[config.mk]
export PLATFORM = sky130hd
export DESIGN_NAME = inst_mem_loader
export DESIGN_NICKNAME = d
export VERILOG_FILES = /design/src/rtl/inst_mem_loader.sv
export SDC_FILE = /design/constraint.sdc
export NUM_CORES = 1
export LEC_CHECK = 0
export BUFFER_PORTS_ARGS = -buffer_cell sky130_fd_sc_hd__buf_2
export CAP_MARGIN = 30
export CORE_MARGIN = 2
export CORE_UTILIZATION = 60
export DETAILED_ROUTE_END_ITERATION = 8
export GPL_TIMING_DRIVEN = 0
export PLACE_DENSITY = 0.82
export SYNTH_ARGS = -nofsm -noshare
export SYNTH_HDL_FRONTEND = slang
export SYNTH_SLANG_ARGS = --single-unit
[constraint.sdc]
create_clock -name clk -period 6.15 [get_ports clk]
set_input_delay 0.3075 -clock clk [delete_from_list [all_inputs] [get_ports clk]]
set_output_delay 0.3075 -clock clk [all_outputs]
set_load 0.005 [all_outputs]
[src/rtl/inst_mem_loader.sv]
// Loads instruction words from board switches into the instruction RAM, one word per debounced
// button press, with an auto-incrementing address and a hold signal that freezes PC/IR meanwhile.
module inst_mem_loader #(
    parameter int ADDR_W     = 6,
    parameter int DATA_W     = 32,
    parameter int DEB_CYCLES = 1000000
) (
    input  logic              clk,
    input  logic              Rst,
    input  logic              btn_wr,
    input  logic              btn_clr,
    input  logic [DATA_W-1:0] sw_word,
    output logic              mem_req,
    output logic [ADDR_W-1:0] mem_addr,
    output logic [DATA_W-1:0] mem_wdata,
    input  logic              mem_ack,
    output logic [ADDR_W:0]   word_cnt,
    output logic              full,
    output logic              fetch_hold
);

    localparam int CNT_W = (DEB_CYCLES > 1) ? $clog2(DEB_CYCLES) : 1;
    localparam logic [CNT_W-1:0] DEB_LAST  = CNT_W'(DEB_CYCLES - 1);
    localparam logic [ADDR_W:0]  DEPTH_CNT = {1'b1, {ADDR_W{1'b0}}};

    // Index 0 is the write button, index 1 the clear button.
    logic [1:0] btn_raw;
    logic [1:0] btn_stable;
    logic [1:0] btn_evt;

    assign btn_raw = {btn_clr, btn_wr};

    generate
        for (genvar gi = 0; gi < 2; gi++) begin : g_deb
            logic             sync1_q, sync1_d;
            logic             sync2_q, sync2_d;
            logic             stable_q, stable_d;
            logic [CNT_W-1:0] cnt_q, cnt_d;
            logic             evt;

            // The counter only runs while the synchronised level differs from the accepted
            // level; a bounce back to the accepted level therefore restarts it.
            always_comb begin
                sync1_d  = btn_raw[gi];
                sync2_d  = sync1_q;
                stable_d = stable_q;
                cnt_d    = '0;
                evt      = 1'b0;
                if (sync2_q != stable_q) begin
                    if (cnt_q == DEB_LAST) begin
                        stable_d = sync2_q;
                        evt      = sync2_q;
                    end else begin
                        cnt_d = cnt_q + 1'b1;
                    end
                end
            end

            always_ff @(posedge clk or posedge Rst) begin
                if (Rst) begin
                    sync1_q  <= 1'b0;
                    sync2_q  <= 1'b0;
                    stable_q <= 1'b0;
                    cnt_q    <= '0;
                end else begin
                    sync1_q  <= sync1_d;
                    sync2_q  <= sync2_d;
                    stable_q <= stable_d;
                    cnt_q    <= cnt_d;
                end
            end

            assign btn_stable[gi] = stable_q;
            assign btn_evt[gi]    = evt;
        end
    endgenerate

    typedef enum logic [1:0] {
        S_IDLE,
        S_REQ,
        S_FULL
    } state_t;

    state_t              state_q, state_d;
    logic                mem_req_q, mem_req_d;
    logic [ADDR_W-1:0]   mem_addr_q, mem_addr_d;
    logic [DATA_W-1:0]   mem_wdata_q, mem_wdata_d;
    logic [ADDR_W:0]     word_cnt_q, word_cnt_d;
    logic                full_q, full_d;
    logic                clr_pend_q, clr_pend_d;
    logic                wr_evt, clr_evt;
    logic [ADDR_W:0]     cnt_inc;

    assign wr_evt  = btn_evt[0];
    assign clr_evt = btn_evt[1];
    assign cnt_inc = word_cnt_q + 1'b1;

    always_comb begin
        state_d     = state_q;
        mem_req_d   = mem_req_q;
        mem_addr_d  = mem_addr_q;
        mem_wdata_d = mem_wdata_q;
        word_cnt_d  = word_cnt_q;
        full_d      = full_q;
        clr_pend_d  = clr_pend_q;
        case (state_q)
            S_IDLE: begin
                if (clr_evt) begin
                    mem_addr_d = '0;
                    word_cnt_d = '0;
                end else if (wr_evt) begin
                    mem_wdata_d = sw_word;
                    mem_req_d   = 1'b1;
                    state_d     = S_REQ;
                end
            end
            S_REQ: begin
                // A clear seen mid-write is remembered and replaces the increment at ack time.
                if (clr_evt) begin
                    clr_pend_d = 1'b1;
                end
                if (mem_ack) begin
                    mem_req_d  = 1'b0;
                    clr_pend_d = 1'b0;
                    if (clr_pend_q || clr_evt) begin
                        mem_addr_d = '0;
                        word_cnt_d = '0;
                        state_d    = S_IDLE;
                    end else begin
                        mem_addr_d = mem_addr_q + 1'b1;
                        word_cnt_d = cnt_inc;
                        if (cnt_inc == DEPTH_CNT) begin
                            full_d  = 1'b1;
                            state_d = S_FULL;
                        end else begin
                            state_d = S_IDLE;
                        end
                    end
                end
            end
            S_FULL: begin
                if (clr_evt) begin
                    mem_addr_d = '0;
                    word_cnt_d = '0;
                    full_d     = 1'b0;
                    state_d    = S_IDLE;
                end
            end
            default: begin
                state_d   = S_IDLE;
                mem_req_d = 1'b0;
            end
        endcase
    end

    always_ff @(posedge clk or posedge Rst) begin
        if (Rst) begin
            state_q     <= S_IDLE;
            mem_req_q   <= 1'b0;
            mem_addr_q  <= '0;
            mem_wdata_q <= '0;
            word_cnt_q  <= '0;
            full_q      <= 1'b0;
            clr_pend_q  <= 1'b0;
        end else begin
            state_q     <= state_d;
            mem_req_q   <= mem_req_d;
            mem_addr_q  <= mem_addr_d;
            mem_wdata_q <= mem_wdata_d;
            word_cnt_q  <= word_cnt_d;
            full_q      <= full_d;
            clr_pend_q  <= clr_pend_d;
        end
    end

    assign mem_req    = mem_req_q;
    assign mem_addr   = mem_addr_q;
    assign mem_wdata  = mem_wdata_q;
    assign word_cnt   = word_cnt_q;
    assign full       = full_q;
    assign fetch_hold = (state_q != S_IDLE) | btn_stable[0] | btn_stable[1];

endmodule

Word level (Yosys, flattened, before mapping)
Index checks and enable logic that the tools add are counted.
{"block": "classes", "add_sub_neg": 4, "eq_ne": 14, "muxes": 34, "reduce_logical": 15, "bitwise_logic": 4}
{"operator": "20-bit 2-to-1 mux", "count": 4}
{"operator": "20-bit by 1-bit adder with 20-bit output (second input constant)", "count": 2}
{"operator": "20-bit equality test (second input constant)", "count": 2}
{"operator": "7-bit 2-to-1 mux", "count": 3}
{"operator": "6-bit 2-to-1 mux", "count": 3}
{"operator": "7-bit one-hot mux with 2 select lines", "count": 1}
{"operator": "1-bit 2-to-1 mux", "count": 13}
{"operator": "2-bit 2-to-1 mux", "count": 6}
{"operator": "2-bit inequality test (second input constant)", "count": 6}
{"operator": "6-bit one-hot mux with 2 select lines", "count": 1}
{"operator": "4-bit AND reduction", "count": 2}
{"operator": "2-bit nonzero test", "count": 4}
{"operator": "7-bit by 1-bit adder with 7-bit output (second input constant)", "count": 1}
{"operator": "7-bit equality test (second input constant)", "count": 1}
{"operator": "6-bit by 1-bit adder with 6-bit output (second input constant)", "count": 1}
{"operator": "2-bit one-hot mux with 3 select lines", "count": 1}
{"operator": "2-bit AND reduction", "count": 3}
{"operator": "3-bit AND reduction", "count": 2}
{"operator": "5-bit AND reduction", "count": 1}
{"operator": "1-bit one-hot mux with 3 select lines", "count": 1}
{"operator": "2-bit by 1-bit equality test with 1-bit output (second input constant)", "count": 1}
{"operator": "2-bit equality test (second input constant)", "count": 1}
{"operator": "2-bit logical NOT", "count": 1}
{"operator": "1-bit inequality test", "count": 2}
{"operator": "other kinds (6)", "count": 8}
{"block": "word_totals", "wordCells": 86, "in_bits": 37, "register_bits": 96}

Logic depth before layout (Yosys ltp)
Gate-level depths: netlist of run 1.
{"block": "logic_depth", "word_depth": 7, "ltp_mapped": 8}

Worst setup path before layout of run 1
Ideal clock, no wire load.
{"block": "synth_path", "path_type": "reg2reg", "from": "reg g_deb[1].cnt_q[6]", "to": "reg mem_wdata_q[10] (netlist: mem_wdata[10])", "required_ps": 6025, "path_buffers": 2, "stages_incl_launch_ff": 8, "synth_period_minus_slack_ps": 2004, "setup_time_ps": 125, "arrival_ps": 1879, "setup_slack_ps": 4146, "cell_sequence": "dfrtp_1 or4_1 nor2_1 nand4_1 and4_1 buf_6 buf_12 mux2_4"}
{"block": "synth_via", "elab_chain_cells": 5}
{"item": "from (decl)", "line": "38", "text": "logic [CNT_W-1:0] cnt_q, cnt_d;"}
{"item": "from (signal assigned)", "line": "69", "text": "cnt_q <= cnt_d;"}
{"item": "20-bit equality test", "line": "50", "text": "if (cnt_q == DEB_LAST) begin"}
{"item": "1-bit 2-to-1 mux", "line": "50"}
{"item": "1-bit 2-to-1 mux", "line": "49", "text": "if (sync2_q != stable_q) begin"}
{"item": "1-bit NOT (no line)"}
{"item": "3-bit AND reduction (no line)"}
{"item": "to (signal assigned)", "line": "169", "text": "mem_wdata_q <= mem_wdata_d;"}
{"item": "to (decl)", "line": "87", "text": "logic [DATA_W-1:0] mem_wdata_q, mem_wdata_d;"}
Every way passes these cells.
A chain may end at the register's enable or synchronous reset.

Worst setup path after layout of run 1
{"block": "layout_path", "from": "reg g_deb[1].cnt_q[6]", "to": "reg g_deb[1].cnt_q[11]"}
{"block": "layout_via", "elab_chain_cells": 3, "elab_cells_between_ends": 4}
{"item": "20-bit by 1-bit adder with 20-bit output or 20-bit equality test (tied branches)", "line": "54, 50"}
{"item": "20-bit 2-to-1 mux *", "line": "50"}
{"item": "20-bit 2-to-1 mux *", "line": "49"}
{"item": "via g_deb[1].cnt_d[11]", "line": "38"}
The timed path passes the listed nets; every way through them passes the cells marked *.

==> results of run 1 <==
## placed cells by master (no fill, tap or decap), types with 4 or more instances in the layout
cell type / count
sky130_fd_sc_hd__xnor2_1: 18
sky130_fd_sc_hd__nand3_1: 28
sky130_fd_sc_hd__xor2_1: 22
sky130_fd_sc_hd__dfrtp_1: 96
sky130_fd_sc_hd__ha_1: 5
sky130_fd_sc_hd__or3_1: 4
sky130_fd_sc_hd__nand2b_1: 4
sky130_fd_sc_hd__nor3b_1: 4
sky130_fd_sc_hd__and3_1: 9
sky130_fd_sc_hd__nand2_1: 32
sky130_fd_sc_hd__mux2_1: 4
sky130_fd_sc_hd__inv_1: 5
sky130_fd_sc_hd__nor3_1: 9
sky130_fd_sc_hd__nand4_1: 10
sky130_fd_sc_hd__clkbuf_8: 11
sky130_fd_sc_hd__buf_2: 84
sky130_fd_sc_hd__o21ai_0: 8
sky130_fd_sc_hd__clkbuf_1: 6
sky130_fd_sc_hd__nor2_1: 50
sky130_fd_sc_hd__mux2_4: 28
## final timing paths
check / cells after the start / to / from / slack [ns]
max: 7 / g_deb[1].cnt_q[11] / g_deb[1].cnt_q[6] / 3.90
max in group asynchronous: 3 / word_cnt[3] / Rst / 5.50
min: 2 / g_deb[0].cnt_q[11] / Rst / 0.004
max reg2reg: 7 / g_deb[1].cnt_q[11] / g_deb[1].cnt_q[6] / 3.90
min in group clk: 1 / g_deb[0].sync1_q / btn_wr / 0.06
min reg2reg: 0 / g_deb[1].sync2_q / g_deb[1].sync1_q / 0.36
## flip-flops by register name, indices dropped and copies added (netlist names)
name / count
g_deb.cnt_q: 40
clr_pend_q: 1
mem_addr: 6
g_deb.sync1_q: 2
full: 1
g_deb.stable_q: 2
mem_req: 1
mem_wdata: 32
state_q: 2
g_deb.sync2_q: 2
word_cnt: 7
## critical path, cell delays in order, from the launching register on
cell	delay, ns
sky130_fd_sc_hd__dfrtp_1	0.47
sky130_fd_sc_hd__nor4bb_1	0.28
sky130_fd_sc_hd__and4_1	0.22
sky130_fd_sc_hd__clkbuf_1	0.19
sky130_fd_sc_hd__nand2_1	0.12
sky130_fd_sc_hd__nand2_1	0.30
sky130_fd_sc_hd__clkbuf_1	0.43
sky130_fd_sc_hd__nor2_1	0.11
## report_power, final
group	leakage [nW]	total, mW	switching (mW)	internal [mW]
clock network	0.102	0.428	0.215	0.212
registers	1.30	0.640	0.00425	0.635
logic	1.18	0.0401	0.0245	0.0156
## area by class of cell
class	count	area (sq um)
clock inverters	5	62.56
inverters	6	25.02
flip-flops and latches	96	2402
multi-input cells	281	1974
clock buffers	11	151.4
fillers	509	1977
well taps	99	123.9
repair buffers	85	447.9
plain buffers	10	88.84
## routing by layer
metal	GRT usage, %	up-vias	wire [um]
met5	0	-	0
met4	5.897	0	46
met3	5.008	6	356
met2	36.38	79	4205
met1	32.93	1567	4106
li1	-	1563	-
## through the flow
stage / hold WS (ns) / cell area [sq um] / setup slack (ns) / util (%) / total power [mW]
after floorplan: 0.3312 / 4488 / 3.337 / - / 0.6717
after global placement: 0.3361 / 5032 / 2.387 / 69.38 / 0.6890
after detailed placement: 0.3434 / 5062 / 3.910 / 69.79 / 0.6933
after CTS: 0.01287 / 5276 / 3.889 / 72.74 / 1.119
after global routing: 0.03855 / 5276 / 3.688 / 72.74 / 1.155
final: 0.003532 / 5276 / 3.896 / 72.74 / 1.108
## cells by family (layout without fill, tap and decap cells)
logic type | after synthesis | in the layout | synth area share, %
mux | 34 | 34 | 10.87
flops | 96 | 96 | 53.53
simple gates | 176 | 176 | 20.04
fa+ha+maj | 5 | 5 | 1.394
buf+inv | 16 | 117 | 2.481
compound gates | 26 | 26 | 3.875
xor+xnor | 40 | 40 | 7.806
## cell usage after synthesis, types with 2 or more instances
cell | n | share of area (%)
sky130_fd_sc_hd__a21o_1 | 3 | 0.50
sky130_fd_sc_hd__a21oi_1 | 2 | 0.22
sky130_fd_sc_hd__a22o_1 | 2 | 0.39
sky130_fd_sc_hd__and3_1 | 9 | 1.3
sky130_fd_sc_hd__and4_1 | 3 | 0.59
sky130_fd_sc_hd__buf_12 | 2 | 0.89
sky130_fd_sc_hd__clkbuf_1 | 6 | 0.50
sky130_fd_sc_hd__dfrtp_1 | 96 | 54
sky130_fd_sc_hd__ha_1 | 5 | 1.4
sky130_fd_sc_hd__inv_1 | 6 | 0.50
sky130_fd_sc_hd__mux2_1 | 4 | 1.0
sky130_fd_sc_hd__mux2_2 | 2 | 0.50
sky130_fd_sc_hd__mux2_4 | 28 | 9.4
sky130_fd_sc_hd__nand2_1 | 32 | 2.7
sky130_fd_sc_hd__nand2b_1 | 4 | 0.56
sky130_fd_sc_hd__nand3_1 | 28 | 3.1
sky130_fd_sc_hd__nand3b_1 | 3 | 0.50
sky130_fd_sc_hd__nand4_1 | 10 | 1.4
sky130_fd_sc_hd__nand4b_1 | 3 | 0.59
sky130_fd_sc_hd__nor2_1 | 50 | 4.2
sky130_fd_sc_hd__nor2b_1 | 3 | 0.42
sky130_fd_sc_hd__nor3_1 | 9 | 1.0
sky130_fd_sc_hd__nor3b_1 | 4 | 0.67
sky130_fd_sc_hd__nor4_1 | 3 | 0.42
sky130_fd_sc_hd__nor4b_1 | 2 | 0.39
sky130_fd_sc_hd__nor4bb_1 | 3 | 0.67
sky130_fd_sc_hd__o211ai_1 | 2 | 0.33
sky130_fd_sc_hd__o21ai_0 | 8 | 0.89
sky130_fd_sc_hd__o21bai_1 | 2 | 0.33
sky130_fd_sc_hd__or3_1 | 4 | 0.56
sky130_fd_sc_hd__or4_1 | 2 | 0.33
sky130_fd_sc_hd__xnor2_1 | 18 | 3.5
sky130_fd_sc_hd__xor2_1 | 22 | 4.3
==> metrics.sh, run 1 <==
STATUS='finished, final reports clean'
ANTENNA_CELLS_INSERTED=0
CP_DATA_ARRIVAL_TIME_NS=2.47
DRTPASS1ITERATIONS=4
CRITPATHREQUIREDTIME_NS=6.37
DESIGN.FINAL.NETS=531
FINALWEIGHTEDCONGESTION=0.7925
YOSYS_WARNINGS=0
CRITPATHKIND='flip-flop to flip-flop'
ASYNCSETRESETFLOPFRACSYNTH_PCT=100.0
CTS-HTREE-LEVELS=3
ROUTED_WL_MM=8.714
AVGVIACOUNTPERCELL=5.422
SYNTH_FLOP_CELL='sky130_fd_sc_hd__dfrtp_1'
IRDROPWORSTVDD_mV=0.1118
FINAL_MIN_PERIOD_OVER_CLOCK_PERIOD_PCT=36.65
DIE-WIDTH_UM=90.49
CLKSINKCOUNT=96
FMAXACHIEVABLE_GHz=0.4436
VIA_COUNT_OF_THE_FIRST_GLOBAL_ROUTING_PASS=3197
RSZ0062_AT_GRT='false'
CRIT_PATH_START_KIND='flip-flop'
DRCVIOLATIONCOUNT=0
CTS_HOLD_BUFFERS=0
ANTENNA_FOUND_INITIAL=0
CRITPATHCAPTURETYPE='flip-flop'
SYNTH_AREA_SQ_UM=4488
PORTBUFFERS=84
CORE_REGION_AREA_SQ_UM=7253
SHARE_OF_POST_ROUTE_CELLS_WITH_DRIVE_STRENGTH_ABOVE_1_PCT=27.94
WORST-PATH-MAX-FANOUT=10
FLOORPLAN_DIE_HEIGHT_UM=90.49
DRV.MAX_CAP_VIOLATION_COUNT=0
DESIGN.PORTCOUNT=85
CTS.REPORTEDPATHS.CLKPINSLEW_NS=0.09
FLOORPLAN.DIE_AREA_SQ_UM=8188
POST_CTS_BUFFERS=0
POWER_DENSITY_nW_PER_UM2=209.9
FINALSETUPVIOLATIONS=0
MAX-SLEW-MARGIN-REL_PCT=53.56
CTS_ROOT_BUF='sky130_fd_sc_hd__clkbuf_8'
NUMCTSBUFFERS=9
INITIAL_UTILIZATION_PCT=61.88
SYN-INSTANCE-COUNT=393
PLACEMENTROWS=31
TIMING.FINAL.MAX_SLEW_VIOLATIONS=0
FIRST_PASS_GRT_WIRE_LENGTH_MM=15.30
SYNTH_AREA_PER_CELL_SQ_UM=11.42
OVERALL_GLOBAL_ROUTING_RESOURCE_USAGE_PCT=23.09
PERIOD_NEEDED_NS=2.254
SYNTH_EDF_COUNT=0
TIMING_HOLD_VIOLATIONS_FINAL=0
POST_CTS_SIZING=0
AREA.GROWTH.SYNTH_TO_FINAL_PCT=17.56
DRT_ITER0_DRC=172
TOTALNEGATIVESETUPSLACK_NS=0
TRITONCTS='yes'
TIGHTEST_SLEW_NS=0.6912
SYN-NUM-NETS=435
DETAILED_PLACE_HPWL_MM=6.234
DETAIL_ROUTE.WL_PER_CELL_UM=14.69
LARGEST_NET_DEGREE_AT_THE_START_OF_GLOBAL_ROUTING=54
SHARE_OF_SYNTHESIZED_AREA_OCCUPIED_BY_FLIP_FLOPS_AND_LATCHES_PCT=53.53
HP-CLASS='primary input to asynchronous set/reset pin'
DP_CELLS=577
GRT_OVERFLOW=0
VIAS_POST_DR=3215
FINISH.CELL_COUNT_WITHOUT_FILLERS=593
LEAKAGEPOWER_nW=2.585
CLK-INSERTION-DELAY-LATE_NS=0.35
YS_SEQ_ELEMENTS=96
FINAL_ANTENNA_NET_COUNT=0
YOSYSUNIQUECELLTYPES=46
CTS_MAX_PATH_BUFFERS=2
FIN_SKEW_NS=0.008827
No activity file was read; power rests on OpenSTA's default activity.
==> run 2, diff against run 1 <==
--- a/config.mk
+++ b/config.mk
@@ -8,10 +8,10 @@
 export BUFFER_PORTS_ARGS = -buffer_cell sky130_fd_sc_hd__buf_2
 export CAP_MARGIN = 30
 export CORE_MARGIN = 2
-export CORE_UTILIZATION = 60
+export CORE_UTILIZATION = 55
 export DETAILED_ROUTE_END_ITERATION = 8
 export GPL_TIMING_DRIVEN = 0
-export PLACE_DENSITY = 0.82
+export PLACE_DENSITY = 0.76
 export SYNTH_ARGS = -nofsm -noshare
 export SYNTH_HDL_FRONTEND = slang
 export SYNTH_SLANG_ARGS = --single-unit
==> constraint.sdc (replaced) <==
create_clock -name clk -period 2.3 [get_ports clk]
set_input_delay 0.115 -clock clk [delete_from_list [all_inputs] [get_ports clk]]
set_output_delay 0.115 -clock clk [all_outputs]
set_load 0.005 [all_outputs]
==> metrics.sh, run 2 (synthesis gave the netlist of run 1 again) <==
TIMING.FINAL.MAX_SLEW_VIOLATIONS=0
FINAL_MIN_PERIOD_OVER_CLOCK_PERIOD_PCT=96.71
RR_ENDPOINT='mem_wdata[30]'
AVGVIACOUNTPERCELL=5.450
TRITONCTS='yes'
FINALSETUPVIOLATIONS=0
PORTBUFFERS=84
HOLD-PATH-ENDPOINT='mem_wdata[30]'
WL_MET2_MM=5.385
DETAIL_ROUTE.WL_PER_CELL_UM=16.49
DETAILED_PLACE_HPWL_MM=6.582
ANTENNA_CELLS_INSERTED=0
CTS-HTREE-LEVELS=3
CTS_ROOT_BUF='sky130_fd_sc_hd__clkbuf_8'
FLOORPLAN.DIE_AREA_SQ_UM=8899
CRITPATHCAPTURETYPE='flip-flop'
CRIT_PATH_START_KIND='flip-flop'
POWER_DENSITY_nW_PER_UM2=534.8
INITIAL_UTILIZATION_PCT=57.48
MAXUSEDROUTINGLAYER='met4'
TIMING_HOLD_VIOLATIONS_FINAL=0
HOLD_DEPTH=2
WORST_REG2REG_PATH_STARTPOINT='g_deb[1].cnt_q[6]'
POWER.SWITCHING_mW=0.7170
SHARE_OF_POST_ROUTE_CELLS_WITH_DRIVE_STRENGTH_ABOVE_1_PCT=26.65
START_POINT_OF_THE_WORST_HOLD_PATH='sw_word[30]'
LEAKAGEPOWER_nW=2.724
POST_CTS_BUFFERS=0
COMBINATIONALPOWERSHARE_PCT=5.3
LARGEST_REGISTER_FF_COUNT=40
MAX_FLOP_REGISTER='g_deb.cnt_q'
P_CLK_SHARE_PCT=37.9
SETUP.REG_TO_REG.WORST_SLACK_NS=0.08
IRDROPWORSTVDD_mV=0.3515
TIGHTEST_SLEW_NS=0.9418
WORST-PATH-MAX-FANOUT=10
DESIGN.PORTCOUNT=85
OVERALL_GLOBAL_ROUTING_RESOURCE_USAGE_PCT=24.12
MAX-SLEW-MARGIN-REL_PCT=37.08
N_FILL_CELL=554
MET3ROUTEDLENGTH_UM=505
DESIGN.FINAL.NETS=566
AREA.GROWTH.SYNTH_TO_FINAL_PCT=25.48
POWER.SHARE.SEQUENTIAL_PCT=56.8
DIE-WIDTH_UM=94.34
PERIOD_NEEDED_NS=2.224
TOTALNEGATIVESETUPSLACK_NS=0
CRIT_PATH_FROM='g_deb[1].cnt_q[6]'
FMAXACHIEVABLE_GHz=0.4496
LAYOUT.CELLS.MOST_COMMON='sky130_fd_sc_hd__dfrtp_1'
DRT_ITER0_DRC=124
FIRST_PASS_GRT_WIRE_LENGTH_MM=16.78
TOTALPOWERFINAL_mW=3.012
PLACEMENTROWS=32
CRITPATHKIND='flip-flop to flip-flop'
ROUTED_WL_MM=10.41
FLOORPLAN_DIE_HEIGHT_UM=94.34
FINALWEIGHTEDCONGESTION=0.8252
DRV.MAX_CAP_VIOLATION_COUNT=0
P_SW_SHARE_PCT=23.80
DRTPASS1ITERATIONS=4
DETAIL_ROUTE.WIRELENGTH.MET1_MM=4.328
CP_DATA_ARRIVAL_TIME_NS=2.47
LARGEST_NET_DEGREE_AT_THE_START_OF_GLOBAL_ROUTING=43
VIAS_POST_DR=3439
STATUS='finished, final reports clean'
R2R_CELLS=7
NUMCTSBUFFERS=9
HP-CLASS='primary input to flip-flop'
FINAL_CELL_MIX='sky130_fd_sc_hd__dfrtp_1, sky130_fd_sc_hd__buf_2, sky130_fd_sc_hd__nor2_1'
FIN_SKEW_NS=0.01838
CRITPATHREQUIREDTIME_NS=2.54
POWER_REPORT.INTERNAL_TOTAL_mW=2.295
VIA_COUNT_OF_THE_FIRST_GLOBAL_ROUTING_PASS=3483
CTS.REPORTEDPATHS.CLKPINSLEW_NS=0.09
CLK-INSERTION-DELAY-LATE_NS=0.37
GRT_OVERFLOW=0
CTS_MAX_PATH_BUFFERS=2
ANTENNA_FOUND_INITIAL=0
FINAL_ANTENNA_NET_COUNT=0
CLKSINKCOUNT=96
DRCVIOLATIONCOUNT=0
RSZ0062_AT_GRT='false'
CORE_REGION_AREA_SQ_UM=7807
## run 2: changes by cell type in the layout (fill, tap and decap cells not counted), sizes merged
cell / previous run / this run
buf: 89 / 90
clkbuf: 17 / 14
clkinvlp: 2 / 3
dlygate4sd3: 0 / 35
inv: 7 / 8
## run 2: area by class of cell
cell class                      instances  area, sq um  share of cell area [%]
Tap cell                              102        127.6                   2.266
Multi-Input combinational cell        281         1978                   35.13
Timing Repair Buffer                  121        810.8                   14.40
Inverter                                6        26.28                  0.4666
Clock buffer                            9        123.9                   2.200
Buffer                                  9        85.08                   1.511
Sequential cell                        96         2404                   42.68
Clock inverter                          7        76.32                   1.355
## run 2: layer usage
| layer | track usage, % | up-vias |
|---|---|---|
| met5 | 0 | - |
| met4 | 7.971 | 0 |
| met3 | 3.990 | 18 |
| met2 | 43.57 | 93 |
| met1 | 29.44 | 1698 |
| li1 | - | 1630 |
## run 2: power by group through the flow
stage	combinational, mW	clock [mW]	sequential (mW)
2_1_floorplan	0.0551	0	1.74
3_3_place_gp	0.100	0	1.74
3_5_place_dp	0.113	0	1.74
4_1_cts	0.161	1.14	1.71
5_1_grt	0.178	1.23	1.71
6_report	0.161	1.14	1.71
## run 2: repair_timing
item	CTS	global route
hold buffers	35	0
gates resized for setup	0	2
setup endpoints to repair	0	22
hold endpoints to repair	74	0
## run 2: worst max-delay path by stage
stage	endpoint	cells past startpoint
floorplan	mem_wdata[10]	7
global placement	mem_wdata[30]	7
detailed placement	mem_wdata[30]	7
CTS	mem_wdata[30]	7
global route	mem_wdata[30]	7
finish	mem_wdata[30]	7
## run 2: through the flow
| step | hold WS (ns) | worst slack, ns | util [%] | cells | area (sq um) |
|---|---|---|---|---|---|
| 2_1_floorplan | 0.1464 | 0.2962 | - | 393 | 4492 |
| 3_3_place_gp | 0.2226 | 0.1101 | 64.55 | 579 | 5040 |
| 3_5_place_dp | 0.2251 | 0.05463 | 65.06 | 581 | 5080 |
| 4_1_cts | 0.005557 | 0.02194 | 72.12 | 632 | 5630 |
| 5_1_grt | 0.01431 | 0.00007638 | 72.13 | 631 | 5632 |
| 6_report | 0.01135 | 0.07570 | 72.13 | 631 | 5632 |
## run 2: critical path, cell delays in order, from the launching register on
cell	delay, ns
sky130_fd_sc_hd__dfrtp_2	0.47
sky130_fd_sc_hd__or4_1	0.54
sky130_fd_sc_hd__nor2_1	0.15
sky130_fd_sc_hd__nand4_1	0.13
sky130_fd_sc_hd__and4_1	0.22
sky130_fd_sc_hd__buf_6	0.15
sky130_fd_sc_hd__buf_8	0.15
sky130_fd_sc_hd__mux2_4	0.30
